`src/rtl/truth_table_sweeper_if.sv`:
```
// Host-side control/status bundle for the truth-table sweeper.
interface truth_table_sweeper_if;
  logic       start;
  logic       abort;
  logic [7:0] expected;
  logic       busy;
  logic       done;
  logic [7:0] code;
  logic [7:0] unstable;
  logic       match;

  modport master (
    output start, abort, expected,
    input  busy, done, code, unstable, match
  );

  modport slave (
    input  start, abort, expected,
    output busy, done, code, unstable, match
  );
endinterface

```
`src/rtl/truth_table_sweeper.sv`:
```
// Walks a 3-input circuit through all 8 input rows, samples its synchronized
// output after a settle window and reports the measured truth-table code.
module truth_table_sweeper #(
  parameter int SETTLE_CYCLES = 16,
  parameter int STABLE_CYCLES = 4,
  parameter int CNT_W         = 8
) (
  input  logic                        clk,
  input  logic                        rst_n,
  truth_table_sweeper_if.slave        host,
  input  logic                        dut_out,
  output logic                        in1,
  output logic                        in2,
  output logic                        in3
);

  typedef enum logic [1:0] {IDLE, SETTLE, DONE} state_t;

  localparam logic [CNT_W-1:0] CNT_LAST  = CNT_W'(SETTLE_CYCLES - 1);
  localparam logic [CNT_W-1:0] WIN_START = CNT_W'(SETTLE_CYCLES - STABLE_CYCLES);

  state_t           state_q, state_d;
  logic [2:0]       row_q, row_d;
  logic [CNT_W-1:0] cnt_q, cnt_d;
  logic [7:0]       exp_q, exp_d;
  logic [7:0]       code_q, code_d;
  logic [7:0]       unstable_q, unstable_d;
  logic             match_q, match_d;
  logic             sync1_q, sync1_d;
  logic             dsync_q, dsync_d;
  logic             dprev_q, dprev_d;
  logic [2:0]       bit_idx;

  // Row 000 lands in the MSB of the code.
  assign bit_idx = 3'd7 - row_q;

  always_comb begin
    state_d    = state_q;
    row_d      = row_q;
    cnt_d      = cnt_q;
    exp_d      = exp_q;
    code_d     = code_q;
    unstable_d = unstable_q;
    match_d    = match_q;
    sync1_d    = dut_out;
    dsync_d    = sync1_q;
    dprev_d    = dsync_q;

    case (state_q)
      IDLE: begin
        if (host.start && !host.abort) begin
          state_d    = SETTLE;
          exp_d      = host.expected;
          code_d     = 8'h00;
          unstable_d = 8'h00;
          match_d    = 1'b0;
          row_d      = 3'd0;
          cnt_d      = '0;
        end
      end
      SETTLE: begin
        if (host.abort) begin
          state_d = IDLE;
        end else begin
          if ((cnt_q >= WIN_START) && (dsync_q != dprev_q)) begin
            unstable_d[bit_idx] = 1'b1;
          end
          if (cnt_q == CNT_LAST) begin
            code_d[bit_idx] = dsync_q;
            cnt_d           = '0;
            if (row_q == 3'd7) begin
              state_d = DONE;
              match_d = (code_d == exp_q) && (unstable_d == 8'h00);
            end else begin
              row_d = row_q + 3'd1;
            end
          end else begin
            cnt_d = cnt_q + 1'b1;
          end
        end
      end
      DONE:    state_d = IDLE;
      default: state_d = IDLE;
    endcase
  end

  always_ff @(posedge clk or negedge rst_n) begin
    if (!rst_n) begin
      state_q    <= IDLE;
      row_q      <= 3'd0;
      cnt_q      <= '0;
      exp_q      <= 8'h00;
      code_q     <= 8'h00;
      unstable_q <= 8'h00;
      match_q    <= 1'b0;
      sync1_q    <= 1'b0;
      dsync_q    <= 1'b0;
      dprev_q    <= 1'b0;
    end else begin
      state_q    <= state_d;
      row_q      <= row_d;
      cnt_q      <= cnt_d;
      exp_q      <= exp_d;
      code_q     <= code_d;
      unstable_q <= unstable_d;
      match_q    <= match_d;
      sync1_q    <= sync1_d;
      dsync_q    <= dsync_d;
      dprev_q    <= dprev_d;
    end
  end

  // Circuit inputs follow the row only while sweeping, so abort/done park them at 000.
  assign {in1, in2, in3} = (state_q == SETTLE) ? row_q : 3'b000;
  assign host.busy       = (state_q == SETTLE);
  assign host.done       = (state_q == DONE);
  assign host.code       = code_q;
  assign host.unstable   = unstable_q;
  assign host.match      = match_q;

endmodule

```
`src/flat_wrapper.sv`:
```
// flat-port wrapper written by rule: the top's interface ports become plain ports
module truth_table_sweeper_flat 
#(
  parameter int SETTLE_CYCLES = 16,
  parameter int STABLE_CYCLES = 4,
  parameter int CNT_W         = 8
)
  (clk, rst_n, dut_out, in1, in2, in3, host_start, host_abort, host_expected, host_busy, host_done, host_code, host_unstable, host_match);
  truth_table_sweeper_if host_i ();
  input  logic clk;
  input  logic rst_n;
  input  logic dut_out;
  output logic in1;
  output logic in2;
  output logic in3;
  input wire logic [$bits(host_i.start)-1:0] host_start;
  input wire logic [$bits(host_i.abort)-1:0] host_abort;
  input wire logic [$bits(host_i.expected)-1:0] host_expected;
  output wire logic [$bits(host_i.busy)-1:0] host_busy;
  output wire logic [$bits(host_i.done)-1:0] host_done;
  output wire logic [$bits(host_i.code)-1:0] host_code;
  output wire logic [$bits(host_i.unstable)-1:0] host_unstable;
  output wire logic [$bits(host_i.match)-1:0] host_match;
  assign host_i.start = host_start;
  assign host_i.abort = host_abort;
  assign host_i.expected = host_expected;
  assign host_busy = host_i.busy;
  assign host_done = host_i.done;
  assign host_code = host_i.code;
  assign host_unstable = host_i.unstable;
  assign host_match = host_i.match;
  truth_table_sweeper #(.SETTLE_CYCLES(SETTLE_CYCLES), .STABLE_CYCLES(STABLE_CYCLES), .CNT_W(CNT_W)) u_core (.clk(clk), .rst_n(rst_n), .host(host_i), .dut_out(dut_out), .in1(in1), .in2(in2), .in3(in3));
endmodule
```
`config.mk`:
```
export PLATFORM = sky130hd
export DESIGN_NAME = truth_table_sweeper_flat
export DESIGN_NICKNAME = d
export VERILOG_FILES = /design/src/rtl/truth_table_sweeper_if.sv /design/src/rtl/truth_table_sweeper.sv /design/src/flat_wrapper.sv
export SDC_FILE = /design/constraint.sdc
export NUM_CORES = 1
export LEC_CHECK = 0
export BUFFER_PORTS_ARGS = -buffer_cell sky130_fd_sc_hd__clkbuf_2
export CORE_ASPECT_RATIO = 1.75
export CORE_UTILIZATION = 60
export DETAILED_ROUTE_END_ITERATION = 8
export PLACE_DENSITY = 0.95
export SYNTH_ARGS = -nofsm -noshare
export SYNTH_HDL_FRONTEND = slang
export SYNTH_SLANG_ARGS = --single-unit
```
`constraint.sdc`:
```
create_clock -name clk -period 3.4 [get_ports clk]
set_input_delay 0.51 -clock clk [delete_from_list [all_inputs] [get_ports clk]]
set_output_delay 0.51 -clock clk [all_outputs]
set_load 0.03 [all_outputs]
```
# Word-level counts from Yosys, hierarchy flattened
# Cells that the tools add are included.
dict set report op_classes {
  n_addsub 3
  multipliers 0
  n_div 0
  n_lt_le_gt_ge 3
  eq_ne 13
  n_shift 0
  muxes 31
  n_bitwise 1
  reduce_logical 14
}
# cell count
set op_table {}
lappend op_table {{$mux 8} 9}
lappend op_table {{$pmux 8 s2} 3}
lappend op_table {{$mux 3} 5}
lappend op_table {{$reduce_and 5->1} 2}
lappend op_table {{$add 8x1->8 const B} 1}
lappend op_table {{$bwmux 8} 1}
lappend op_table {{$eq 8x4->1 const B} 1}
lappend op_table {{$eq 8x8->1} 1}
lappend op_table {{$ge 8x4->1 const B} 1}
lappend op_table {{$logic_not 8->1} 1}
lappend op_table {{$mux 2} 4}
lappend op_table {{$or 8x8->8} 1}
lappend op_table {{$ne 2x1->1 const B} 3}
lappend op_table {{$ne 3x2->1 const B} 2}
lappend op_table {{$pmux 3 s2} 1}
lappend op_table {{$reduce_and 3->1} 2}
lappend op_table {{$mux 1} 5}
lappend op_table {{$logic_and 1x1->1} 4}
lappend op_table {{$lt 3x4->1 const B} 1}
lappend op_table {{$ne 2x2->1 const B} 2}
lappend op_table {{$pmux 2 s2} 1}
lappend op_table {{$reduce_and 4->1} 1}
lappend op_table {{$add 3x1->3 const B} 1}
lappend op_table {{$demux 1 s3} 1}
lappend op_table {{other kinds (11)} 11}
dict set report totals {
  ff_bits 41
  latchBits 0
  ram_bits 0
  rom_bits 0
  wordCells 75
  memories 0
}

# Longest topological paths before layout
# Gate-level depths: netlist of the first run.
dict set report depth {
  depth_word 15
  mapped_depth 8
}

# Worst setup path after synthesis of the first run
# OpenSTA, ideal clock, no wires.
dict set report synth_path {
  path_kind {register -> output}
  from {reg u_core.state_q[1]}
  to {out in1}
  arrival_time_ps 1425
  required_ps 2890
  path_slack_ps 1465
  path_stages_with_launch 5
  path_cell_list {dfrtp_1 nand2b_1 buf_2 inv_1 and2_1}
}
dict set report synth_via {
  elab_chain_cells 2
}
# item line
set synth_rtl {}
lappend synth_rtl {{start, declared} truth_table_sweeper.sv:22} ;# state_t state_q, state_d;
lappend synth_rtl {{start signal, assigned} truth_table_sweeper.sv:100} ;# state_q <= state_d;
lappend synth_rtl {{$eq 2x1->1} -}
lappend synth_rtl {{named net host_busy} flat_wrapper.sv:19} ;# output wire logic [$bits(host_i.busy)-1:0] host_busy;
lappend synth_rtl {{$mux 3} truth_table_sweeper.sv:114} ;# assign {in1, in2, in3} = (state_q == SETTLE) ? row_q : 3'b000;
lappend synth_rtl {{end, declared} flat_wrapper.sv:13} ;# output logic in1;
# The timed path passes the listed nets, and every way through them passes these cells.

# Worst setup path in the final report of the first run
dict set report layout_path {
  from {reg u_core.state_q[0]}
  to {out in1}
}
dict set report layout_via {
  elab_chain_cells 2
}
# item line
set layout_rtl {}
lappend layout_rtl {{$eq 2x1->1} truth_table_sweeper.sv:114}
lappend layout_rtl {{$mux 3} truth_table_sweeper.sv:114}
# Every way passes these cells.

==> results of run 1 <==
==> power breakdown <==
group / internal (µW) / total (µW) / switching, µW
sequential: 525 / 585 / 60.4
clock: 239 / 402 / 163
combinational: 92.8 / 208 / 115
total: 857 / 1200 / 339
==> cells in the mapped netlist (2+ instances only) <==
cell,count,area [µm²]
dfrtp_1,41,1026
nor2_1,25,93.84
o21ai_0,21,105.1
nand2_1,12,45.04
xnor2_1,10,87.58
a21oi_1,8,40.04
mux2_2,8,90.09
mux2i_1,8,80.08
inv_1,7,26.28
nand3_1,6,30.03
nand3b_1,5,37.54
nor3b_1,5,37.54
nor4_1,5,31.28
buf_2,4,20.02
ha_1,4,50.05
nand2b_1,4,25.02
nor3_1,4,20.02
and3_1,3,18.77
nor2b_1,3,18.77
a32oi_1,2,17.52
a41oi_1,2,17.52
and2_1,2,12.51
buf_4,2,15.01
nand4_1,2,12.51
o31ai_1,2,15.01
==> state kept, by name, indices dropped and copies added, names as in the netlist <==
| register | count |
|---|---|
| u_core.dprev_q | 1 |
| u_core.dsync_d | 1 |
| u_core.host.unstable | 8 |
| u_core.state_q | 2 |
| u_core.exp_q | 8 |
| u_core.host.match | 1 |
| u_core.host.code | 8 |
| u_core.cnt_q | 8 |
| u_core.row_q | 3 |
| u_core.dprev_d | 1 |
==> area by class of cell <==
class | count | area, µm²
clock buffers | 7 | 86.33
clock inverters | 1 | 30.03
fillers | 263 | 919.6
inverters | 7 | 26.28
multi-input cells | 157 | 1061
flip-flops and latches | 41 | 1026
well taps | 45 | 56.30
repair buffers | 37 | 192.7
==> cells by family after synthesis <==
family | after synthesis | synth area share, %
simple gates | 81 | 20.54
flops | 41 | 47.32
xor+xnor | 11 | 4.443
fa+ha+maj | 4 | 2.308
buf+inv | 16 | 3.750
mux | 17 | 8.540
compound gates | 44 | 13.10
==> critical path: stages, from the launching register on <==
cell	delay, ns
dfrtp_1	0.47
nand2b_1	0.38
inv_1	0.24
and2_1	0.22
clkbuf_2	0.18
==> metal layers <==
metal  GRT usage (%)  wire [µm]  part of all wire (%)  vias up
met5               0          0                     0        -
met4           19.71        302                   5.7        0
met3           5.934        314                   5.9       32
met2           52.33       2818                    53      101
met1           38.10       1878                    35      897
li1                -          -                     -      834
==> worst paths after layout <==
path	startpoint	to	slack, ns	depth (start not counted)
worst max-delay path	u_core.state_q[0]	in1	1.10	4
worst min-delay path	dut_out	u_core.dsync_d	0.33	1
worst max register to register	u_core.cnt_q[1]	u_core.row_q[0]	1.31	6
worst min register to register	u_core.dsync_d	u_core.dprev_d	0.38	0
max in group asynchronous	rst_n	u_core.host.code[5]	2.41	1
min in group asynchronous	rst_n	u_core.row_q[2]	0.37	1
==> stage by stage <==
stage / power, µW / utilization, % / hold slack [ns] / cell area [µm²]
6_report: 1195 / 72.94 / 0.3256 / 2479
4_1_cts: 1194 / 72.94 / 0.3276 / 2479
3_5_place_dp: 796.3 / 69.51 / 0.3418 / 2362
3_3_place_gp: 784.5 / 69.51 / 0.3394 / 2362
5_1_grt: 1242 / 72.94 / 0.3236 / 2479
2_1_floorplan: 731.6 / - / 0.2144 / 2168
==> results.md, run 1 <==
- Cells after Synth: 214
- Cell leakage power: 0.001165 µW
- Pin count of the biggest net entering global routing: 42
- Non-filler instance count after layout: 295
- Status: finished clean
- CP Launch Type: flip-flop
- Clk root buf: clkbuf_8
- Top_reg_cell synth: dfrtp_1
- Worst setup margin: roughly 1.1 ns
- Clock transition at path regs: ~0.080 ns
- Post-CTS resize count: 0
- Mapped Nets: between 200 and 250
- Synthesized area: 2168 µm²
- Critical Path AT: ~1.8 ns
- Vias: 1864
- Post-CTS setup buffer count: 0
- Most frequent cells in the layout: 41 x dfrtp_1, 34 x clkbuf_2, 25 x nor2_1
- Initial antenna violation count: 0
- CTS Buf Count: 5
- Full die area: 3868 µm²
- Die width: about 47 µm
- Tcrit/Tclk final: between 60% and 70%
- Setup Skew: roughly 0.0085 ns
- RSZ-0062 raised after global routing: false
- Placer Congestion: 0.9212
- Crit. End Element: output port
- Vias in the first global route: between 1500 and 2000
- Global-route wire length before repair: 8.611 mm
- Rows: 28
- Initial core utilization: a little under two thirds
- Yosys warnings: 0
- Power density over cell area: 482.3 nW/µm²
- # H-tree levels: 2
- Total Wirelength: 5.312 mm
- Maxcap violations: 0
- DR WL/cell: 18.01 µm
- Most common cell after layout, fill and taps aside: dfrtp_1
- Drt drc: 0
- CTS tree: done
- Vias per cell: 6.319
- Distinct cell type count after synthesis: 44
- Final hold viol count: 0
- Max Slew Vio Count: 0
- Setup total negative slack: 0 ns
- Worst-Margin Slew: 1.001 ns
- DP Cell Count: 287
- Final net count: 266
- N_diodes: 0
- DRT Pass-1 Iters: 7
- Max IR drop VDD: 340.6 µV
- Port bufs: 34
- Layout cell share with drive strength beyond 1: 23.60%
- Congestion Overflow GR: 0
- Max_slew headroom: 33.24%
- Worst-skew pair later-pin latency: 0.30 ns
- Dpl ws: 1.284 ns
- Crit path time final: roughly 2.3 ns
- Seq/Total Area, Yosys: 47.32%
- Register bit total from synthesis: around 40
- GR Util All Layers: 32.41%
- Post-route ant nets: 0
- CP Max Fanout: 12
- Starting DRC count in detailed routing: between 100 and 150
- Core area: 3398 µm²
- Clk sinks: between 40 and 50
- Post-synth EDFFs: 0
- Post-DP HPWL: about 3.8 mm
- Synthesized area per cell: a little over 10 µm²
- Final setup violation count: 0
- Worst hold path class: primary input to flip-flop
- Maximum clock path buffer count: 2
- Hold_buf cts: 0
- CP Data Required Time: 2.89 ns
- Area grow syn2layout: 14.31%
- Async set-reset flop share out of synthesis: 100.0%
- Die Y: 81.53 µm
- Number of I/O pins: 35
- Crit path kind: flip-flop to output port
- Achievable Freq: 434.8 MHz
Note: power is estimated with default switching activity, not from simulation.
==> inputs of run 2 (changes only) <==
--- a/config.mk
+++ b/config.mk
@@ -7,9 +7,9 @@
 export LEC_CHECK = 0
 export BUFFER_PORTS_ARGS = -buffer_cell sky130_fd_sc_hd__clkbuf_2
 export CORE_ASPECT_RATIO = 1.75
-export CORE_UTILIZATION = 60
+export CORE_UTILIZATION = 56
 export DETAILED_ROUTE_END_ITERATION = 8
-export PLACE_DENSITY = 0.95
+export PLACE_DENSITY = 0.9
 export SYNTH_ARGS = -nofsm -noshare
 export SYNTH_HDL_FRONTEND = slang
 export SYNTH_SLANG_ARGS = --single-unit
==> constraint.sdc (replaced) <==
create_clock -name clk -period 2.2 [get_ports clk]
set_input_delay 0.33 -clock clk [delete_from_list [all_inputs] [get_ports clk]]
set_output_delay 0.33 -clock clk [all_outputs]
set_load 0.03 [all_outputs]
==> run 2 against run 1 <==
Die area rose by 6.9%. Utilization decreased by 3.7 points. Count of clock-buffer cells in the layout decreased by 1. Wire length fell by 3.2%. Sequential power increased by 52%. Total power up 49%. First-iteration DRC count fell by 44%. Via count down 2.3%. Register-to-register slack got worse by 1.1 ns.
==> results.md, run 2 (synthesized netlist as in run 1, its figures left out) <==
- Status: finished clean
- Max_slew headroom: 42.04% (+8.8 points)
- Die Y: 84.32 µm (+3.4%)
- Final hold viol count: 0 (unchanged)
- Sw power: 541.2 µW (+60%)
- Worst hold path class: primary input to asynchronous set/reset pin
- Most common cell after layout, fill and taps aside: dfrtp_1
- Final net count: 276 (+3.8%)
- Achievable Freq: 494.5 MHz
- CP Max Fanout: 17 (+5)
- CP Launch Type: flip-flop
- N_diodes: 0 (unchanged)
- Tcrit/Tclk final: roughly 92%
- Pint: 1236 µW (+44%)
- Vias per cell: 5.954 (-5.8%)
- Rows: 29 (+3.6%)
- R2r endpoint: u_core.host.match
- Number of I/O pins: 35 (unchanged)
- Reg2Reg Setup Slack: 0.18 ns (-1.13 ns)
- Area grow syn2layout: 16.96%
- Cell Area, Placed: 2439 µm² (+3.2%)
- Core area: 3665 µm² (+7.8%)
- Die width: 49.04 µm (+3.4%)
- Cell leakage power: 0.001205 µW (+3.5%)
- DRT Pass-1 Iters: 4 (-3)
- Vias in the first global route: 1877 (+6.3%)
- Layout cell share with drive strength beyond 1: 27.31% (+3.7 points)
- Total Wirelength: 5.144 mm (-3.2%)
- Maximum clock path buffer count: 2 (unchanged)
- Final setup violation count: 0 (unchanged)
- Initial antenna violation count: 0 (unchanged)
- Congestion Overflow GR: 0 (unchanged)
- Most frequent cells in the layout: 40 x dfrtp_1, 34 x clkbuf_2, 25 x nor2_1
- DR WL/cell: 16.81 µm (-6.6%)
- Initial core utilization: 59.17% (-4.6 points)
- Seq pwr share: 50.2% (+1.2 points)
- Post-route ant nets: 0 (unchanged)
- Clock transition at path regs: 0.08 ns (about the same)
- Crit. End Element: flip-flop
- Global-route wire length before repair: 8.666 mm (+0.64%)
- CTS tree: done
- Critical Path AT: 2.27 ns (+0.48 ns)
- Worst setup margin: 0.1777 ns (-0.9225 ns)
- Crit path kind: flip-flop to flip-flop
- Clock power frac: 29.2% (-4.5 points)
- GR Util All Layers: 28.13% (-4.3 points)
- Clk sinks: 41 (unchanged)
- Maxcap violations: 0 (unchanged)
- Comb pwr share: 20.6% (+3.2 points)
- CP Data Required Time: 2.44 ns (-0.45 ns)
- Reg2reg start: u_core.row_q[2]
- Pin count of the biggest net entering global routing: 23 (-45%)
- Post-DP HPWL: 3.896 mm (+1.9%)
- Full die area: 4135 µm² (+6.9%)
- Port bufs: 34 (unchanged)
- Setup total negative slack: 0 ns (unchanged)
- # H-tree levels: 2 (unchanged)
- Worst-skew pair later-pin latency: 0.30 ns (about the same)
- Setup Skew: 0.01196 ns (+0.003498 ns)
- Final core utilization: 69.20% (-3.7 points)
- Vias: 1822 (-2.3%)
- Max Slew Vio Count: 0 (unchanged)
- Clk root buf: clkbuf_8
- Crit path time final: 2.022 ns
- Drt drc: 0 (unchanged)
- Worst reg2reg path depth: 6 (unchanged)
- Sw frac: 30.45% (+2.1 points)
- Max IR drop VDD: 670.2 µV (+97%)
- Starting DRC count in detailed routing: 59 (-44%)
- Power density over cell area: 700.7 nW/µm² (+45%)
- RSZ-0062 raised after global routing: false
- Final instance area: 2536 µm² (+2.3%)
- Dpl ws: 0.09242 ns (-1.192 ns)
- Worst-Margin Slew: 0.8628 ns (-0.1386 ns)
- Hold_buf cts: 0 (unchanged)
- CTS Buf Count: 5 (unchanged)
- Placer Congestion: 0.9457 (+2.7%)
- Power Total: 1777 µW (+49%)
[run 2: cell count changes in the layout (fill, tap and decap cells not counted), sizes merged]
cell / change
bufinv: -1
clkinv: +2
buf: +10
clkbuf: -1
[run 2: final cells by class]
| cell class | instances | area, µm² |
|---|---|---|
| Fill cell | 289 | 1129 |
| Inverter | 7 | 26.28 |
| Timing Repair Buffer | 47 | 267.8 |
| Tap cell | 46 | 57.56 |
| Clock buffer | 6 | 82.58 |
| Clock inverter | 2 | 13.76 |
| Sequential cell | 41 | 1027 |
| Multi-Input combinational cell | 157 | 1061 |
[run 2: metal layers]
| metal | track usage, % | part of all wire [%] | up-vias | routed length [µm] |
|---|---|---|---|---|
| met5 | 0 | 0 | - | 0 |
| met4 | 20.05 | 4.9 | 0 | 252 |
| met3 | 4.529 | 4.4 | 21 | 228 |
| met2 | 47.85 | 53 | 80 | 2724 |
| met1 | 31.28 | 38 | 867 | 1938 |
| li1 | - | - | 854 | - |
[run 2: what timing repair did]
action | in CTS | in global routing
setup endpoints to repair | 0 | 1
gates resized for setup | 0 | 1
setup buffers | 0 | 0
[run 2: power by group through the flow]
stage                     Sequential (µW)  Clock, µW  Combinational [µW]
after global routing                  901        550                 402
after CTS                             888        531                 365
after detailed placement              902          0                 363
after global placement                898          0                 350
final                                 892        519                 366
after floorplan                       886          0                 245
[run 2: stage by stage]
step           hold WS, ns  instances
3_3_place_gp        0.3354        298
5_1_grt            0.04644        306
6_report           0.01106        306
4_1_cts            0.01234        306
2_1_floorplan      0.03441        214
3_5_place_dp        0.3373        298
[run 2: how the worst max path moves through the flow]
stage,startpoint,endpoint,slack (ns)
after floorplan,u_core.cnt_q[0],u_core.row_q[0],0.28
after global placement,u_core.row_q[0],u_core.host.match,0.23
after detailed placement,u_core.row_q[0],u_core.host.match,0.09
after CTS,u_core.row_q[0],u_core.host.match,0.08
after global routing,u_core.cnt_q[1],u_core.host.code[3],0.10
final,u_core.row_q[2],u_core.host.match,0.18
[run 2: critical path, cell delays in order, from the launching register on]
cell	delay [ns]
dfrtp_1	0.66
ha_1	0.37
nand2_1	0.11
nand2_1	0.11
o2111ai_1	0.15
nor4_1	0.35
a32o_1	0.22
==> inputs of run 3 (changes only) <==
--- a/config.mk
+++ b/config.mk
@@ -5,11 +5,12 @@
 export SDC_FILE = /design/constraint.sdc
 export NUM_CORES = 1
 export LEC_CHECK = 0
+export ABC_AREA = 1
 export BUFFER_PORTS_ARGS = -buffer_cell sky130_fd_sc_hd__clkbuf_2
 export CORE_ASPECT_RATIO = 1.75
 export CORE_UTILIZATION = 56
 export DETAILED_ROUTE_END_ITERATION = 8
-export PLACE_DENSITY = 0.9
+export PLACE_DENSITY = 0.79
 export SYNTH_ARGS = -nofsm -noshare
 export SYNTH_HDL_FRONTEND = slang
 export SYNTH_SLANG_ARGS = --single-unit
==> run 3 against run 2 <==
Clock power shrank 9.6%. Hold slack improved by 0.14 ns. Setup slack better by 0.14 ns.
==> results.md, run 3 <==
- Clk sinks: 41 (unchanged)
- Vias per cell: 5.483 (-7.9%)
- Vias in the first global route: 2134 (+14%)
- Number of I/O pins: 35 (unchanged)
- R2r endpoint: u_core.row_q[0]
- Congestion Overflow GR: 0 (unchanged)
- Yosys warnings: 0 (unchanged)
- Cell with the most instances after synthesis: nand2_1
- Achievable Freq: 529.9 MHz (+7.2%)
- Synth top area cells: dfrtp_1 44%, nand2_1 12%, nand3_1 7.1%
- Post-DP HPWL: 3.985 mm (+2.3%)
- Post-synth EDFFs: 0 (unchanged)
- Post-CTS resize count: 0 (unchanged)
- Maxcap violations: 0 (unchanged)
- DP Cell Count: 380 (+28%)
- Worst-skew pair later-pin latency: 0.29 ns (about the same)
- Seq/Total Area, Yosys: 44.23% (-3.1 points)
- GR peak layer: met2
- Worst-Margin Slew: 0.5990 ns (-0.2637 ns)
- Pint: 1421 µW (+15%)
- Non-filler instance count after layout: 389 (+27%)
- Synthesized area: 2320 µm² (+7.0%)
- Pin count of the biggest net entering global routing: 28 (+22%)
- Setup total negative slack: 0 ns (unchanged)
- Die width: 50.65 µm (+3.3%)
- Synthesized area per cell: 7.606 µm² (-25%)
- Hold slack: 0.1468 ns (+0.1357 ns)
- Core area: 3904 µm² (+6.5%)
- Worst hold path class: primary input to flip-flop
- Post-route ant nets: 0 (unchanged)
- Worst reg2reg path depth: 9 (+3)
- Critical Path AT: 2.10 ns (-0.17 ns)
- N_diodes: 0 (unchanged)
- Max incr delay on CP: 0.47 ns (-0.19 ns)
- Sw power: 1065 µW (+97%)
- Die Y: 87.14 µm (+3.4%)
- Full die area: 4414 µm² (+6.7%)
- Post-synth top area share: 44.23% (-3.1 points)
- DR WL/cell: 13.62 µm (-19%)
- Placer Congestion: 0.8765 (-7.3%)
- Seq pwr share: 41.1% (-9.1 points)
- CP Data Required Time: 2.42 ns (-0.02 ns)
- Clock power frac: 18.9% (-10 points)
- Synth cell count leaders: 73 x nand2_1, 41 x dfrtp_1, 38 x inv_1, 33 x nand3_1, 28 x nor2_1
- Final hold viol count: 0 (unchanged)
- Most common cell after layout, fill and taps aside: nand2_1
- Starting DRC count in detailed routing: 47 (-20%)
- Area grow syn2layout: 12.08%
- Initial core utilization: 59.42% (+0.26 points)
- Async set-reset flop share out of synthesis: 100.0% (unchanged)
- Mapped Nets: 322 (+39%)
- Crit path cell chain: nor2_2, nand3_4, inv_4, nor2_8, inv_6, nand2_4, a21oi_4, nand3_1, o21ai_1
- Cell leakage power: 0.001344 µW (+12%)
- Reg2Reg Setup Slack: 0.31 ns (+0.14 ns)
- Status: finished clean
- Setup Skew: 0.006041 ns (-0.005923 ns)
- Register bit total from synthesis: 41 (unchanged)
- Layout cell share with drive strength beyond 1: 15.54% (-12 points)
- RSZ-0062 raised after global routing: false
- Crit. Startpoint: u_core.state_q[0]
- Max IR drop VDD: 686.8 µV (+2.5%)
- Final net count: 357 (+29%)
- Maximum clock path buffer count: 2 (unchanged)
- Distinct cell type count after synthesis: 32 (-27%)
- GR Util All Layers: 27.51% (-0.62 points)
- Max Slew Vio Count: 0 (unchanged)
- Cell taking the most area after synthesis: dfrtp_1
- Power density over cell area: 956.2 nW/µm² (+36%)
- Global-route wire length before repair: 9.080 mm (+4.8%)
- HP Start: dut_out
- CTS tree: done
- Cells after Synth: 305 (+43%)
- # H-tree levels: 2 (unchanged)
- CTS Buf Count: 5 (unchanged)
- Sw frac: 42.83% (+12 points)
- Max_slew headroom: 59.93% (+18 points)
- CP Capture Point: u_core.row_q[0]
- Rows: 30 (+3.4%)
- Final setup violation count: 0 (unchanged)
- CP Max Fanout: 18 (+1)
- Most frequent cells in the layout: 73 x nand2_1, 41 x dfrtp_1, 38 x inv_1
- Crit path time final: 1.887 ns (-0.1352 ns)
- Initial antenna violation count: 0 (unchanged)
- Top_reg_cell synth: dfrtp_1
- GR Util met3: 4.188% (-0.34 points)
- Hold Path Stages: 1
- Port bufs: 34 (unchanged)
- Reg2reg start: u_core.state_q[0]
- CP max-delay cell: dfrtp_1
- Vias: 2133 (+17%)
- Clock transition at path regs: 0.08 ns (about the same)
- Total Wirelength: 5.297 mm (+3.0%)
- CP Launch Type: flip-flop
- Tcrit/Tclk final: 85.78% (-6.1 points)
- Comb pwr share: 40.0% (+19 points)
- GR Util met2: 50.18% (+2.3 points)
- Crit. End Element: flip-flop
- Met1 global-route usage: 29.66% (-1.6 points)
- DRT Pass-1 Iters: 4 (unchanged)
- Clk root buf: clkbuf_8
- Crit path kind: flip-flop to flip-flop
- Drt drc: 0 (unchanged)
## run 3: cell count changes after synthesis, moves of 5 or more
cell / before / now
inv_1: 7 / 38
nor4_1: 5 / 0
o21ai_1: 0 / 7
nand4_1: 2 / 8
nor3b_1: 5 / 0
mux2_2: 8 / 0
a21oi_1: 8 / 15
mux2i_1: 8 / 0
nand3_1: 6 / 33
xnor2_1: 10 / 0
nand2_1: 12 / 73
## run 3: cell families (layout without fill, tap and decap cells)
kind of cell               after synthesis  after routing  synth area share (%)
buffers and inverters                   49             85                 9.008
and+or+nand+nor                        159            159                 31.66
xor gates and xnor gates                 2              2                0.7553
adders and majority gates                4              4                 2.158
DFF                                     41             41                 44.23
AOI/OAI and AO/OA                       50             50                 12.19
## run 3: area by class of cell
cell class                      instances  area, µm²
Clock buffer                            8      80.08
Fill cell                             376       1304
Inverter                               41      161.4
Multi-Input combinational cell        215       1085
Sequential cell                        41       1026
Tap cell                               48      60.06
Timing Repair Buffer                   36      187.7
## run 3: worst min-delay path by stage
stage / to
2_1_floorplan: u_core.cnt_q[0]
3_3_place_gp: u_core.state_q[0]
3_5_place_dp: u_core.state_q[0]
4_1_cts: u_core.dsync_d
5_1_grt: u_core.dsync_d
6_report: u_core.dsync_d
## run 3: critical path, delay by kind of cell (launching register included)
kind	cells	cell delay, ns
compound gates	2	0.31
simple gates	5	0.68
flops	1	0.47
buf+inv	2	0.33
## run 3: metrics by stage
| stage | setup WS (ns) | total power (µW) | utilization [%] | area [µm²] |
|---|---|---|---|---|
| final | 0.3129 | 2486 | 66.60 | 2600 |
| after global routing | 0.1527 | 2681 | 66.60 | 2600 |
| after CTS | 0.3162 | 2497 | 66.60 | 2600 |
| after detailed placement | 0.3541 | 2019 | 64.29 | 2510 |
| after global placement | 0.3704 | 2002 | 64.29 | 2510 |
| after floorplan | 0.7607 | 1794 | - | 2320 |
## run 3: power groups by stage
stage                     registers, µW  clock network (µW)  logic, µW
final                              1020                 469        995
after global routing               1040                 507       1130
after CTS                          1020                 484        996
after detailed placement           1030                   0        989
after global placement             1030                   0        976
after floorplan                    1020                   0        778
## run 3: timing repair
| item | 4_1_cts | 5_1_grt |
|---|---|---|
| endpoints found under the hold margin | 14 | 0 |
| endpoints found under the setup margin | 0 | 0 |
| hold buffers | 1 | 0 |
| setup buffers | 0 | 0 |
## run 3: metal layers
layer	wire [µm]	vias to the layer above
met5	0	-
met4	182	0
met3	154	17
met2	2802	49
met1	2157	1005
li1	-	1062
